--- src/rtl/rf_pkg.sv ---
// Shared types and defaults for the multiport register file.
// Sized by DATA_W/DEPTH; AW derives from DEPTH.
package rf_pkg;

  typedef enum logic {
    INIT,
    RUN
  } rf_state_t;

  localparam int RF_DATA_W = 16;
  localparam int RF_DEPTH  = 16;

  function automatic int rf_aw(input int depth);
    return $clog2(depth);
  endfunction

endpackage

--- src/rtl/rf_init_seq.sv ---
// Post-reset clear sequencer: zeroes one entry per cycle,
// then raises ready. Flags writes attempted while clearing.
module rf_init_seq
  import rf_pkg::*;
#(
  parameter int DEPTH  = RF_DEPTH,
  parameter int NUM_WR = 2,
  localparam int AW    = rf_aw(DEPTH)
) (
  input  logic              clk,
  input  logic              rst_n,
  input  logic [NUM_WR-1:0] wr_en,
  output logic              clr_we,
  output logic [AW-1:0]     clr_addr,
  output logic              ready,
  output logic              wr_drop
);

  rf_state_t     state, state_n;
  logic [AW-1:0] clr_ptr, clr_ptr_n;
  logic          ready_n, drop_n;

  always_ff @(posedge clk) begin
    if (!rst_n) begin
      state   <= INIT;
      clr_ptr <= '0;
      ready   <= 1'b0;
      wr_drop <= 1'b0;
    end else begin
      state   <= state_n;
      clr_ptr <= clr_ptr_n;
      ready   <= ready_n;
      wr_drop <= drop_n;
    end
  end

  always_comb begin
    state_n   = state;
    clr_ptr_n = clr_ptr;
    ready_n   = ready;
    drop_n    = 1'b0;
    clr_we    = 1'b0;
    unique case (state)
      INIT: begin
        clr_we    = 1'b1;
        clr_ptr_n = clr_ptr + AW'(1);
        drop_n    = |wr_en;
        if (clr_ptr == AW'(DEPTH - 1)) begin
          state_n = RUN;
          ready_n = 1'b1;
        end
      end
      RUN: begin
        ready_n = 1'b1;
      end
      default: begin
        state_n = INIT;
      end
    endcase
  end

  assign clr_addr = clr_ptr;

endmodule

--- src/rtl/rf_multiport.sv ---
// Parametrised multiport register file with priority writes,
// optional write-to-read bypass and optional zero register.
module rf_multiport
  import rf_pkg::*;
#(
  parameter int DATA_W   = RF_DATA_W,
  parameter int DEPTH    = RF_DEPTH,
  parameter int NUM_RD   = 2,
  parameter int NUM_WR   = 2,
  parameter int BYPASS   = 1,
  parameter int ZERO_REG = 0,
  localparam int AW      = rf_aw(DEPTH)
) (
  input  logic                     clk,
  input  logic                     rst_n,
  input  logic [NUM_WR-1:0]        wr_en,
  input  logic [NUM_WR*AW-1:0]     wr_addr,
  input  logic [NUM_WR*DATA_W-1:0] wr_data,
  input  logic [NUM_RD-1:0]        rd_en,
  input  logic [NUM_RD*AW-1:0]     rd_addr,
  output logic [NUM_RD*DATA_W-1:0] rd_data,
  output logic                     ready,
  output logic                     wr_drop
);

  logic                    clr_we;
  logic [AW-1:0]           clr_addr;
  logic [DEPTH*DATA_W-1:0] mem_flat;

  rf_init_seq #(
    .DEPTH (DEPTH),
    .NUM_WR(NUM_WR)
  ) u_init (
    .clk     (clk),
    .rst_n   (rst_n),
    .wr_en   (wr_en),
    .clr_we  (clr_we),
    .clr_addr(clr_addr),
    .ready   (ready),
    .wr_drop (wr_drop)
  );

  // Descending scan so the lowest-index matching port wins.
  for (genvar e = 0; e < DEPTH; e++) begin : g_ent
    logic              we;
    logic [DATA_W-1:0] wd;
    logic [DATA_W-1:0] q;

    always_comb begin
      we = 1'b0;
      wd = '0;
      if (clr_we) begin
        we = (clr_addr == AW'(e));
      end else if (!(ZERO_REG != 0 && e == 0)) begin
        for (int p = NUM_WR - 1; p >= 0; p--) begin
          if (wr_en[p] && wr_addr[p*AW +: AW] == AW'(e)) begin
            we = 1'b1;
            wd = wr_data[p*DATA_W +: DATA_W];
          end
        end
      end
    end

    always_ff @(posedge clk) begin
      if (we) q <= wd;
    end

    assign mem_flat[e*DATA_W +: DATA_W] = q;
  end

  for (genvar r = 0; r < NUM_RD; r++) begin : g_rd
    logic [AW-1:0]     a;
    logic [DATA_W-1:0] d;

    assign a = rd_addr[r*AW +: AW];

    always_comb begin
      d = '0;
      if (rd_en[r] && ready && !(ZERO_REG != 0 && a == '0)) begin
        d = mem_flat[int'(a)*DATA_W +: DATA_W];
        if (BYPASS != 0) begin
          for (int p = NUM_WR - 1; p >= 0; p--) begin
            if (wr_en[p] && wr_addr[p*AW +: AW] == a)
              d = wr_data[p*DATA_W +: DATA_W];
          end
        end
      end
    end

    assign rd_data[r*DATA_W +: DATA_W] = d;
  end

endmodule

--- config.mk ---
export PLATFORM = sky130hd
export DESIGN_NAME = rf_multiport
export DESIGN_NICKNAME = d
export VERILOG_FILES = /design/src/rtl/rf_pkg.sv /design/src/rtl/rf_init_seq.sv /design/src/rtl/rf_multiport.sv
export SDC_FILE = /design/constraint.sdc
export NUM_CORES = 1
export LEC_CHECK = 0
export BUFFER_PORTS_ARGS = -buffer_cell sky130_fd_sc_hd__buf_2
export CORE_ASPECT_RATIO = 0.8
export CORE_MARGIN = 10
export CORE_UTILIZATION = 47
export CTS_CLUSTER_SIZE = 40
export DETAILED_ROUTE_END_ITERATION = 8
export SLEW_MARGIN = 20
export SYNTH_ARGS = -nofsm -noshare
export SYNTH_HDL_FRONTEND = slang
export SYNTH_SLANG_ARGS = --single-unit
export TNS_END_PERCENT = 100
--- constraint.sdc ---
create_clock -name clk -period 4.4 [get_ports clk]
set_input_delay 0.88 -clock clk [delete_from_list [all_inputs] [get_ports clk]]
set_output_delay 0.88 -clock clk [all_outputs]
set_load 0.01 [all_outputs]
==> run_results.csv <==
group,metric,value,unit
cts,clk_latency,0.58,ns
drt,routedWlPerCell,29.3,µm
synth,synth_warnings,0,
synth,synthCells,1715,
timing,final.setup_skew,0.00959,ns
cts,ctsHoldBuffers,0,
cts,htreeDepth,1,
place,dp.cells,2162,
cts,cts_root_buf,"clkbuf_16",
grt,grt_pass1_vias,14411,
timing,hold_violations,0,
run,maxCapViolCount,0,
drt,ant_nets,0,
timing,min_period,3.98,ns
synth,syn_nets,1773,
timing,slew_viol_final,0,
cts,cts_made_buffers,29,
timing,setup_viol,0,
worst_setup_path,endpoint_kind,"primary output",
drt,drcViolationCount,0,
drt,viasPerCell,6.69,
grt,grt_pass1_wl,94700,µm
die,rows,62,
synth,yosysUniqueCellTypes,48,
cts,cts_num_sinks,263,
power,switching_share,26.2,%
timing,tns,0,ns
drt,vias,14802,
drt,drt_pass1_iterations,6,
timing,rsz0062_at_grt,"false",
synth,ys_ff_latch,263,
timing,fmax,0.252,GHz
die,die_y,192,µm
power,switching_power,1.57,mW
final_layout,area_growth,9.42,%
worst_setup_path,crit_arrival,3.10,ns
synth,syn_area,17300,µm²
cts,clk_pin_slew,0.06,ns
synth,synthFlopType,"edfxtp_1",
power,p_int,4.40,mW
timing,period_share,90.3,%
worst_setup_path,crit_family,"simple AND/OR/NAND/NOR gates",
place,port-buffer-count,87,
synth,synth_area_per_cell,10.1,µm²
cts,post_cts_buffers,0,
grt,track_usage,28.4,%
cts,clock_path_buffers,3,
worst_setup_path,slowest_delay,0.60,ns
die,start_util,47.9,%
grt,antenna_found_initial,1,
power,leakage,6.38,nW
worst_setup_path,worstPathCellList,"buf_4, buf_12, xor2_1, nor3_1, nand2_1, nand2_1, a311oi_1, buf_2",
place,gp_congestion,0.941,
final_layout,instances_no_fill,2212,
power,power_frac_seq,47.2,%
power,p_total,5.96,mW
final_layout,final_common_cell,"nand2_1",
worst_setup_path,startpoint_type,"primary input",
worst_setup_path,crit_slowest_cell,"nand2_1",
grt,grt_max_degree,49,
synth,yosysSeqAreaShare,45.2,%
drt,drt_first_iter_violations,2195,
timing,max_slew_margin,27.6,%
worst_setup_path,critical_path_class,"in -> out",
worst_setup_path,ff2ff_setup_slack,1.71,ns
worst_setup_path,cp_common_cell,"nand2_1",
cts,cts_tree,"built",
final_layout,final_cell_mix,"nand2_1, a21oi_1, edfxtp_1, mux4_2, buf_2",
power,pwr-share-clk,40.8,%
die,core-area,36100,µm²
synth,async_reset_ff_share,0,%
timing,tightest_slew,1.08,ns
final_layout,fin_util,52.4,%
grt,overflow,0,
worst_setup_path,cp_max_fo,22,
drt,drt-total-wl,64800,µm
die,io_pins,88,
die,die_x,235,µm
place,hpwlAfterDp,43800,µm
power,vdd_drop_max,0.236,mV
timing,hold_slack,0.418,ns
final_layout,nets,1771,
power,pwr_density_cell,315,nW/µm²
die,dieArea,44900,µm²
worst_setup_path,cp_num_buf_inv,3,
worst_setup_path,worst_ep_required_time,3.52,ns
run_status,status,"finished clean",
synth,synth_edf_count,256,
power,combPwrFrac,12.0,%
worst_hold_path,hp-class,"reg -> reg",
cts,post_cts_resized,0,
final_layout,layout-drive-gt1-share,18.1,%
flip-flops by register name, indices dropped and copies added, names as in the netlist:
signal / flops
g_ent.q: 256
u_init.clr_addr: 4
u_init.ready: 1
u_init.state: 1
u_init.wr_drop: 1
worst paths after layout:
| kind | from | end | cells after the start |
|---|---|---|---|
| worst min-delay path | u_init.state | u_init.wr_drop | 1 |
| worst max-delay path | rd_addr[4] | rd_data[25] | 8 |
| worst min register to register | u_init.state | u_init.wr_drop | 1 |
| worst max register to register | u_init.state | g_ent[10].q[0] | 5 |
routing by layer:
layer | up-vias | GRT usage (%) | share of wire [%] | wire length [µm]
li1 | 6221 | - | - | -
met1 | 7275 | 39.1 | 38 | 24800
met2 | 1154 | 43.6 | 45 | 28900
met3 | 152 | 6.16 | 13 | 8540
met4 | 0 | 9.99 | 3.9 | 2550
met5 | - | 0 | 0 | 0
kinds of logic after synthesis:
logic type,synth area share [%]
and+or+nand+nor,17.5
DFF,45.2
buffers and inverters,5.20
muxes,18.3
xor gates and xnor gates,0.962
adders and majority gates,0.289
AOI/OAI and AO/OA,12.6
cell usage after synthesis, drive strengths merged (17+ instances only):
cell type / count / area, µm²
edfxtp: 256 / 7690
nor2b: 39 / 244
mux2i: 17 / 170
and2: 22 / 138
nand2: 578 / 2170
a22oi: 48 / 360
a21oi: 256 / 1280
nor2: 47 / 204
clkbuf: 107 / 415
mux4: 128 / 2990
buf: 76 / 464
metrics by stage:
step | area, µm² | setup slack, ns
2_1_floorplan | 17300 | 1.10
3_3_place_gp | 18000 | 0.499
3_5_place_dp | 18000 | 0.518
4_1_cts | 18900 | 0.516
5_1_grt | 18900 | 0.350
6_report | 18900 | 0.425
power by group through the flow:
| stage | Clock, mW | Sequential (mW) | Combinational [mW] |
|---|---|---|---|
| finish | 2.43 | 2.82 | 0.714 |
| detailed placement | 0 | 2.87 | 0.695 |
| floorplan | 0 | 2.85 | 0.483 |
| global placement | 0 | 2.87 | 0.687 |
| global route | 2.53 | 2.82 | 0.753 |
| CTS | 2.44 | 2.82 | 0.697 |
layout make-up:
type	instances	area (µm²)
fill	3224	17200
multi-input combinational	1265	8580
sequential	263	7830
timing repair buffer	151	1010
clock buffer	32	737
tap	480	601
clock inverter	17	160
inverter	3	11.3
antenna	1	2.50
Power figures use the tool's default switching activity.
